--- src/rtl/bus_reg_loader.sv ---
`default_nettype none
// +----------------------------------------------------------------------------+
// | Module      : bus_reg_loader                                               |
// | Description : Write side of the datapath register set. Captures the shared |
// |               bus into one of sixteen general registers selected by a      |
// |               5-bit load code (0 = idle, 1..NREGS = r0..r(NREGS-1), codes  |
// |               above NREGS are illegal). Reports completion and illegal     |
// |               codes back to the control FSM.                               |
// | Ports       : clk, reset (sync, active-high), bus[WIDTH], load[5], clr_err |
// |               r0..r15[WIDTH] register contents                             |
// |               done      one-cycle pulse after a legal capture              |
// |               busy      capture cycle through done cycle (combinational)   |
// |               err       sticky illegal-code flag                           |
// |               last_dst  index of the most recently written register        |
// |               dirty     written-since-clear mask (REGBANK_DIRTY_EN only)   |
// | Option      : `define REGBANK_DIRTY_EN adds the dirty output and logic.    |
// | Revision    : 1.0 - initial release                                        |
// +----------------------------------------------------------------------------+
module bus_reg_loader #(
    parameter int WIDTH = 16,
    parameter int NREGS = 16
) (
    input  logic             clk,
    input  logic             reset,
    input  logic [WIDTH-1:0] bus,
    input  logic [4:0]       load,
    input  logic             clr_err,
    output logic [WIDTH-1:0] r0,
    output logic [WIDTH-1:0] r1,
    output logic [WIDTH-1:0] r2,
    output logic [WIDTH-1:0] r3,
    output logic [WIDTH-1:0] r4,
    output logic [WIDTH-1:0] r5,
    output logic [WIDTH-1:0] r6,
    output logic [WIDTH-1:0] r7,
    output logic [WIDTH-1:0] r8,
    output logic [WIDTH-1:0] r9,
    output logic [WIDTH-1:0] r10,
    output logic [WIDTH-1:0] r11,
    output logic [WIDTH-1:0] r12,
    output logic [WIDTH-1:0] r13,
    output logic [WIDTH-1:0] r14,
    output logic [WIDTH-1:0] r15,
    output logic             done,
    output logic             busy,
    output logic             err,
    output logic [3:0]       last_dst
`ifdef REGBANK_DIRTY_EN
    ,
    output logic [15:0]      dirty
`endif
);

    localparam logic [4:0] c_max_code = 5'(NREGS);

    // Two-state control: DONE is entered on every legal capture.
    localparam logic [0:0] c_st_idle = 1'b0;
    localparam logic [0:0] c_st_done = 1'b1;

    logic [0:0]       r_state;
    logic             r_done;
    logic             r_err;
    logic [3:0]       r_last_dst;
    logic [WIDTH-1:0] r_regs [16];

    logic             w_legal;
    logic             w_illegal;
    logic [3:0]       w_idx;

    assign w_legal   = (load != 5'd0) && (load <= c_max_code);
    assign w_illegal = (load > c_max_code);
    // Code k selects register k-1; only meaningful while w_legal is high.
    assign w_idx     = 4'(load - 5'd1);

    // Control state, done pulse, sticky error and last destination.
    always_ff @(posedge clk) begin
        if (reset) begin
            r_state    <= c_st_idle;
            r_done     <= 1'b0;
            r_err      <= 1'b0;
            r_last_dst <= 4'd0;
        end else begin
            case (r_state)
                c_st_idle: r_state <= w_legal ? c_st_done : c_st_idle;
                c_st_done: r_state <= w_legal ? c_st_done : c_st_idle;
                default:   r_state <= c_st_idle;
            endcase
            r_done <= w_legal;
            if (w_legal) begin
                r_last_dst <= w_idx;
            end
            // Set has priority over clear.
            if (w_illegal) begin
                r_err <= 1'b1;
            end else if (clr_err) begin
                r_err <= 1'b0;
            end
        end
    end

    // One register per slot; at most one slot matches w_idx in any cycle.
    for (genvar gi = 0; gi < 16; gi++) begin : g_reg
        always_ff @(posedge clk) begin
            if (reset) begin
                r_regs[gi] <= '0;
            end else if (w_legal && (w_idx == 4'(gi))) begin
                r_regs[gi] <= bus;
            end
        end
    end

`ifdef REGBANK_DIRTY_EN
    logic [15:0] r_dirty;

    // Clear first, then OR in the new write so a same-cycle set wins.
    always_ff @(posedge clk) begin
        if (reset) begin
            r_dirty <= 16'h0000;
        end else begin
            r_dirty <= (clr_err ? 16'h0000 : r_dirty) |
                       (w_legal ? (16'h0001 << w_idx) : 16'h0000);
        end
    end

    assign dirty = r_dirty;
`endif

    assign done     = r_done;
    assign err      = r_err;
    assign last_dst = r_last_dst;
    // DONE state covers the cycle after capture; w_legal covers the capture cycle.
    assign busy     = ~reset & ((r_state == c_st_done) | w_legal);

    assign r0  = r_regs[0];
    assign r1  = r_regs[1];
    assign r2  = r_regs[2];
    assign r3  = r_regs[3];
    assign r4  = r_regs[4];
    assign r5  = r_regs[5];
    assign r6  = r_regs[6];
    assign r7  = r_regs[7];
    assign r8  = r_regs[8];
    assign r9  = r_regs[9];
    assign r10 = r_regs[10];
    assign r11 = r_regs[11];
    assign r12 = r_regs[12];
    assign r13 = r_regs[13];
    assign r14 = r_regs[14];
    assign r15 = r_regs[15];

endmodule
`default_nettype wire
--- config.mk ---
export PLATFORM = sky130hd
export DESIGN_NAME = bus_reg_loader
export DESIGN_NICKNAME = d
export VERILOG_FILES = /design/src/rtl/bus_reg_loader.sv
export SDC_FILE = /design/constraint.sdc
export NUM_CORES = 1
export LEC_CHECK = 0
export ABC_AREA = 1
export ABC_CLOCK_PERIOD_IN_PS = 4950
export BUFFER_PORTS_ARGS = -buffer_cell sky130_fd_sc_hd__buf_4
export CORE_AREA = 2 2 141 143
export DETAILED_ROUTE_END_ITERATION = 10
export DIE_AREA = 0 0 143 145
export PLACE_DENSITY = 0.84
export SETUP_SLACK_MARGIN = 0.2
export SLEW_MARGIN = 10
export SYNTH_ARGS = -nofsm -noshare
export SYNTH_HDL_FRONTEND = slang
export SYNTH_SLANG_ARGS = --single-unit
--- constraint.sdc ---
create_clock -name clk -period 4.95 [get_ports clk]
set_input_delay 0.7425 -clock clk [delete_from_list [all_inputs] [get_ports clk]]
set_output_delay 0.7425 -clock clk [all_outputs]
set_load 0.02 [all_outputs]
Yosys cells after proc, flatten, opt, wreduce, memory -nomap -nowiden:

Memories as Yosys holds them, arrays and structs flattened.
Cells that the tools add are included.

* memories kept: 1
* input bits: 24
* output and inout port bits: 263
* memory bits (writable): 256
* register bits after elaboration: 7
* word-level logic and storage cells: 131

Memories
* r_regs: depth 16, width 16, read ports 16, clocked after Yosys merged registers in 0, wr ports 16, RTL line 64 `logic [WIDTH-1:0] r_regs [16];`

* equal/unequal tests: 15
* bitwise logic cells: 19
* order comparisons: 2
* reduce and logical (&&, ||, !) cells: 20
* add/subtract/negate cells: 1
* multiplexer cells: 69

Operators by type and width (number)
* $mux W16: 16
* $mux W1: 53
* $eq A4 B4 Y1 const B: 8
* $logic_and A1 B1 Y1: 17
* $or A1 B1 Y1: 17
* $eq A4 B3 Y1 const B: 4
* $eq A4 B2 Y1 const B: 2
* $gt A5 B5 Y1 const B: 1
* $le A5 B5 Y1 const B: 1
* $reduce_bool A5 Y1: 1
* $eq A4 B1 Y1 const B: 1
* $logic_not A4 Y1: 1
* $sub A4 B1 Y4 const B: 1
* $reduce_bool A2 Y1: 1
* $and A1 B1 Y1: 1
* $not A1 Y1: 1

Depth between registers and ports, before layout:

Gate-level depths: netlist (run 1).

* depth after elaboration: 7
* depth in mapped cells: 10
* depth with buffers taken out: 8

Worst setup path before layout (run 1):

Ideal clock, no wire load.

* kind: input port to flip-flop
* start point: in load[0]
* end point: mem r_regs[4][0], in the netlist r_regs[0][64], enable pin
* stages: 7
* arrival: 2.987 ns
* library setup time: 0.411 ns
* buffers on the path: 1
* setup slack: 1.552 ns
* cells stage by stage: inv_1 ha_1 nand2_1 ha_1 buf_2 nand2_1 o21ai_0

RTL lines
* start: declaration: RTL line 26 `input logic [4:0] load,`
* end: declaration: RTL line 64

==> results of run 1 <==
[cell families (layout without fill, tap and decap cells)]
group	count (synthesis)	in the layout	share of synthesized area, %
AND/OR/NAND/NOR	297	297	12.20
adder cells (fa/ha/maj)	6	6	0.7893
flip-flops	262	262	82.09
AO/OA/AOI/OAI	23	23	1.237
buffers and inverters	66	372	3.421
XOR/XNOR	2	2	0.2632
[layout make-up]
| type | count | area, µm² |
|---|---|---|
| well taps | 265 | 331.6 |
| clock inverters | 16 | 116.4 |
| multi-input cells | 328 | 1393 |
| inverters | 28 | 105.1 |
| flip-flops and latches | 262 | 7807 |
| repair buffers | 298 | 2237 |
| clock buffers | 30 | 665.6 |
| fillers | 1382 | 6551 |
[metal layers]
layer | up-vias | part of all wire, %
met3 | 71 | 7.6
met1 | 3144 | 37
li1 | 2826 | -
met5 | - | 0
met2 | 352 | 51
met4 | 0 | 4.4
[Yosys cell counts]
cell / n / area (µm²)
xnor2_1: 1 / 8.760
a21oi_1: 3 / 15.01
edfxtp_1: 256 / 7687
clkbuf_1: 18 / 67.56
inv_1: 27 / 101.4
nand3_1: 2 / 10.01
ha_1: 6 / 75.07
o21ai_0: 19 / 95.09
dfxtp_1: 6 / 120.1
nand2_1: 14 / 52.55
nor2_1: 264 / 991.0
buf_4: 1 / 7.510
nand2_2: 1 / 6.260
nand4_1: 16 / 100.1
xor2_2: 1 / 16.27
buf_2: 11 / 55.05
o211ai_1: 1 / 7.510
clkinv_1: 1 / 3.750
buf_6: 8 / 90.09
[power groups by stage]
| stage | registers (mW) | logic (mW) | clock network, mW |
|---|---|---|---|
| after global routing | 2.63 | 0.633 | 1.91 |
| after global placement | 2.67 | 0.599 | 0 |
| after detailed placement | 2.67 | 0.608 | 0 |
| final | 2.62 | 0.606 | 1.81 |
| after floorplan | 2.86 | 0.103 | 0 |
| after CTS | 2.62 | 0.610 | 1.83 |
[how the worst max path moves through the flow]
| stage | endpoint | cells after the start |
|---|---|---|
| after floorplan | r_regs[0][64] | 7 |
| after global placement | r_regs[0][38] | 6 |
| after detailed placement | r_regs[1][73] | 9 |
| after CTS | r_regs[1][73] | 9 |
| after global routing | r_regs[0][39] | 9 |
| final | r_regs[0][47] | 9 |
[metrics by stage]
stage	total power, mW	area [µm²]	worst slack, ps	util, %
after floorplan	2.959	9510	1552	-
after global placement	3.264	11870	1617	61.82
after detailed placement	3.276	11870	1452	61.82
after CTS	5.061	12660	1977	65.89
after global routing	5.180	12660	1646	65.89
final	5.044	12660	1930	65.89
[registers in the layout, indices dropped and copies added (netlist names)]
name and cells:
last_dst 4, r_state 1, r_regs 256, err 1
[worst register-to-register path, cell delays in order (launching register included)]
cell     delay, ps
dfxtp_1        320
nor2_1         100
nor2_1          50
o21ai_0         70
inv_1           50
==> flow_summary.json, run 1 <==
{
  "area_growth_pct": 33.07,
  "cts_hold_buf": 0,
  "insertion_delay_ps": 510,
  "grt_pass1_vias": 6172,
  "ys_ff_latch": 262,
  "die-width_um": 143,
  "wl_per_cell_um": 21.38,
  "use_met2_pct": 41.94,
  "synth_cell_types": 19,
  "critPathTopFamily": "simple AND/OR/NAND/NOR gates",
  "setup_violations": 0,
  "end_kind": "flip-flop",
  "power_density_mw_per_mm2": 398.5,
  "syn_area_mm2": 0.009510,
  "critical_path.max_stage_delay_ps": 700,
  "p_leak_nw": 5.198,
  "rsz0062_at_grt": "no",
  "ant_nets": 0,
  "worstHoldPathCells": 2,
  "pin_count": 287,
  "r2r_slack_ps": 4260,
  "hold_slack_ps": 418.8,
  "numCtsBuffers": 26,
  "startpoint": "load[0]",
  "critPathKind": "in -> reg",
  "hold_path.startpoint": "load[0]",
  "slew-limit-headroom_pct": 34.51,
  "crit_buf_inv": 3,
  "finalWirelength_um": 26230,
  "path_cells": "buf_4 -> inv_1 -> ha_1 -> nand2_1 -> ha_1 -> nand2_1 -> inv_1 -> nand4_1 -> nor2_1",
  "hpwl_um": 17570,
  "avgSynthCellArea_um2": 14.50,
  "maxCapViolCount": 0,
  "worst_slew_pin_slew_ps": 982.4,
  "n_antenna_cell": 0,
  "netSwitchingFraction_pct": 24.76,
  "outcome": "completed",
  "r2r_cells": 4,
  "rows": 51,
  "vias": 6393,
  "p_int_mw": 3.795,
  "cts_tree": "yes",
  "hold_class": "in -> reg",
  "max_freq_mhz": 331.1,
  "die_area_mm2": 0.02074,
  "cts.sinks": 262,
  "grt_busiest_layer": "met2",
  "gr-usage-all-layers_pct": 24.92,
  "drt_iter0_markers": 583,
  "path_clk_slew_ps": 60,
  "placed_cells": 1181,
  "p_comb_share_pct": 12.0,
  "start_util_pct": 49.51,
  "ys_seq_area_share_pct": 82.09,
  "switching_power_mw": 1.249,
  "hold_end": "last_dst[0]",
  "finalNonFillerCells": 1227,
  "mostFrequentLayoutCells": "buf_4 (298), nor2_1 (264), edfxtp_1 (256), inv_1 (27), clkbuf_16 (26)",
  "core_area_mm2": 0.01921,
  "tns_ps": 0,
  "post-route-period-util_pct": 61.01,
  "critical_path_required_ps": 5270,
  "syn_inst": 656,
  "cts.repair.resized": 0,
  "use_met1_pct": 31.63,
  "grt.overflow.total": 0,
  "syn_nets": 686,
  "crit_arrival_ps": 3340,
  "finClkSkew_ps": 0,
  "antenna_found_initial": 0,
  "reg2reg_to": "last_dst[3]",
  "peakVddDrop_v": 0.0002663,
  "final-hold-violation-count": 0,
  "cts_setup_buffers": 0,
  "grt_util_met3_pct": 4.455,
  "min_period_ps": 3020,
  "drc": 0,
  "final_layout_size_suffix_gt1_share_pct": 35.24,
  "worstPathMaxFanout": 16,
  "rr_startpoint": "last_dst[3]",
  "seqPwrFrac_pct": 52.0,
  "ctsLongestPathBuffers": 3,
  "maxSlewViolCount": 0,
  "pwr-share-clk_pct": 36.0,
  "dr.pass1.iters": 5,
  "chipHeight_um": 145,
  "nNetsFinal": 974,
  "htree_levels": 1,
  "io_buffers": 286,
  "layout_commonest_cell": "buf_4",
  "yosys_warnings": 0,
  "root_buffer": "clkbuf_16",
  "place_congestion": 0.8147,
  "grt_start_max_net_pins": 36,
  "cp-start-kind": "primary input",
  "cp_slowest_cell": "nand4_1",
  "drt-vias-per-instance": 5.210,
  "grt_pass1_wl_um": 38120
}
(Power assumes the default switching activity.)
==> run 2: changes to the inputs <==
--- a/config.mk
+++ b/config.mk
@@ -6,12 +6,12 @@
 export NUM_CORES = 1
 export LEC_CHECK = 0
 export ABC_AREA = 1
-export ABC_CLOCK_PERIOD_IN_PS = 4950
+export ABC_CLOCK_PERIOD_IN_PS = 2600
 export BUFFER_PORTS_ARGS = -buffer_cell sky130_fd_sc_hd__buf_4
-export CORE_AREA = 2 2 141 143
+export CORE_AREA = 2 2 147 149
 export DETAILED_ROUTE_END_ITERATION = 10
-export DIE_AREA = 0 0 143 145
-export PLACE_DENSITY = 0.84
+export DIE_AREA = 0 0 149 151
+export PLACE_DENSITY = 0.82
 export SETUP_SLACK_MARGIN = 0.2
 export SLEW_MARGIN = 10
 export SYNTH_ARGS = -nofsm -noshare
==> constraint.sdc (replaced) <==
create_clock -name clk -period 2.6 [get_ports clk]
set_input_delay 0.39 -clock clk [delete_from_list [all_inputs] [get_ports clk]]
set_output_delay 0.39 -clock clk [all_outputs]
set_load 0.02 [all_outputs]
==> run 2 against run 1 <==
  * Clock skew unchanged
  * Largest cell class unchanged
  * Critical endpoint is now busy
  * Clock power up 90%
  * Critical path type is now in -> out
  * Design area increased by 2.3%
==> flow_summary.json, run 2 (same netlist as run 1, synthesis figures left out) <==
{
  "gr-usage-all-layers_pct": 22.98,
  "worstPathMaxFanout": 9,
  "crit_arrival_ps": 1830,
  "n_antenna_cell": 0,
  "hold_path.startpoint": "reset",
  "antenna_found_initial": 0,
  "p_leak_nw": 5.350,
  "critPathTopFamily": "adder cells",
  "die_area_mm2": 0.02250,
  "drt-vias-per-instance": 5.031,
  "io_buffers": 286,
  "power_density_mw_per_mm2": 743.4,
  "setup_violations": 0,
  "fin_util_pct": 62.18,
  "largest_register_ffs": 256,
  "dp_slack_ps": -49.17,
  "dr.pass1.iters": 5,
  "cts_tree": "yes",
  "setup_slack_ps": 375.9,
  "core_area_mm2": 0.02082,
  "maxSlewViolCount": 0,
  "drc": 0,
  "rows": 53,
  "nNetsFinal": 1000,
  "cts_hold_buf": 0,
  "min_period_ps": 2224,
  "end_kind": "output port",
  "finalWirelength_um": 26310,
  "place_congestion": 0.8675,
  "cp-start-kind": "primary input",
  "reg2reg_to": "last_dst[3]",
  "hpwl_um": 18230,
  "start_util_pct": 45.67,
  "chipHeight_um": 151,
  "path_cells": "buf_4 -> inv_1 -> ha_1 -> nand2_1 -> ha_1 -> buf_4 -> nor2_1 -> nor2_1 -> buf_4",
  "area_growth_pct": 36.14,
  "finClkSkew_ps": 0,
  "pin_count": 287,
  "path_clk_slew_ps": 60,
  "grt.overflow.total": 0,
  "numCtsBuffers": 26,
  "hold_slack_ps": 70.48,
  "cp_common_cell": "buf_4",
  "critPathKind": "in -> out",
  "vias": 6359,
  "rr_startpoint": "last_dst[3]",
  "crit_buf_inv": 4,
  "critical_path.max_stage_delay_ps": 350,
  "drt_iter0_markers": 384,
  "r2r_cells": 4,
  "max_freq_mhz": 449.6,
  "mostFrequentLayoutCells": "buf_4 (319), nor2_1 (264), edfxtp_1 (256), inv_1 (27), clkbuf_16 (26)",
  "slew-limit-headroom_pct": 41.72,
  "top_register": "r_regs",
  "critical_path_required_ps": 2210,
  "peakVddDrop_v": 0.0005497,
  "dpl_cell_area_mm2": 0.01216,
  "wl_per_cell_um": 20.81,
  "cts.sinks": 262,
  "hold_class": "in -> reg",
  "hold_end": "r_state",
  "cts.repair.resized": 0,
  "root_buffer": "clkbuf_16",
  "outcome": "completed",
  "grt_start_max_net_pins": 36,
  "grt_pass1_vias": 6386,
  "worst_slew_pin_slew_ps": 873.3,
  "ant_nets": 0,
  "die-width_um": 149,
  "ctsLongestPathBuffers": 3,
  "p_total_mw": 9.624,
  "worstHoldPathCells": 2,
  "cp_slowest_cell": "ha_1",
  "maxCapViolCount": 0,
  "insertion_delay_ps": 510,
  "layout_commonest_cell": "buf_4",
  "htree_levels": 1,
  "rsz0062_at_grt": "no",
  "final_area_mm2": 0.01295,
  "grt_pass1_wl_um": 37920,
  "post-route-period-util_pct": 85.54,
  "final_layout_size_suffix_gt1_share_pct": 37.51,
  "r2r_slack_ps": 1870,
  "final-hold-violation-count": 0,
  "cts_setup_buffers": 0
}
run 2: changes by cell type in the layout (fill, tap and decap cells not counted):
cell | previous run | this run
buf_4 | 298 | 319
buf_12 | 0 | 5
o21ai_1 | 12 | 7
o21ai_2 | 4 | 9
clkinv_2 | 4 | 6
clkbuf_1 | 4 | 5
clkinv_1 | 8 | 7
clkinvlp_4 | 2 | 1
run 2: worst max-delay path by stage:
| stage | from | to | slack, ps | cells after the start |
|---|---|---|---|---|
| after global placement | load[0] | r_regs[0][122] | 90 | 9 |
| after detailed placement | load[0] | r_regs[0][119] | -50 | 9 |
| after floorplan | load[0] | r_regs[0][64] | -20 | 7 |
| final | load[0] | busy | 380 | 9 |
| after CTS | load[0] | busy | 370 | 9 |
| after global routing | load[0] | r_regs[0][114] | 240 | 9 |
run 2: metrics by stage:
stage | cells | TNS, ps
after floorplan | 656 | -1472
after global placement | 1217 | 0
after detailed placement | 1217 | -126.0
after CTS | 1264 | 0
after global routing | 1264 | 0
final | 1264 | 0
run 2: area by class of cell:
cell class              instances  area, µm²
flip-flops and latches        262       7807
fillers                      1570       7875
clock inverters                16      115.1
inverters                      28      105.1
well taps                     275      344.1
repair buffers                324       2495
multi-input cells             328       1411
clock buffers                  31      669.4
run 2: worst register-to-register path, cell delays in order, from the launching register on:
cell and delay (ps):
dfxtp_1 320, nor2_1 110, nor2_1 50, o21ai_0 80, inv_1 60
run 2: report_power, final:
part           switching [mW]  leakage, nW  internal, mW  total (mW)
sequential              0.100         2.50          4.91        5.01
clock                    1.50        0.384          1.94        3.44
combinational           0.761         2.47         0.417        1.18
run 2: layer usage:
metal	GRT usage, %	routed length [µm]	vias up
met1	28.18	9391	3087
met5	0	0	-
met3	6.807	2872	44
met4	6.238	550	0
met2	39.93	13490	345
li1	-	-	2883
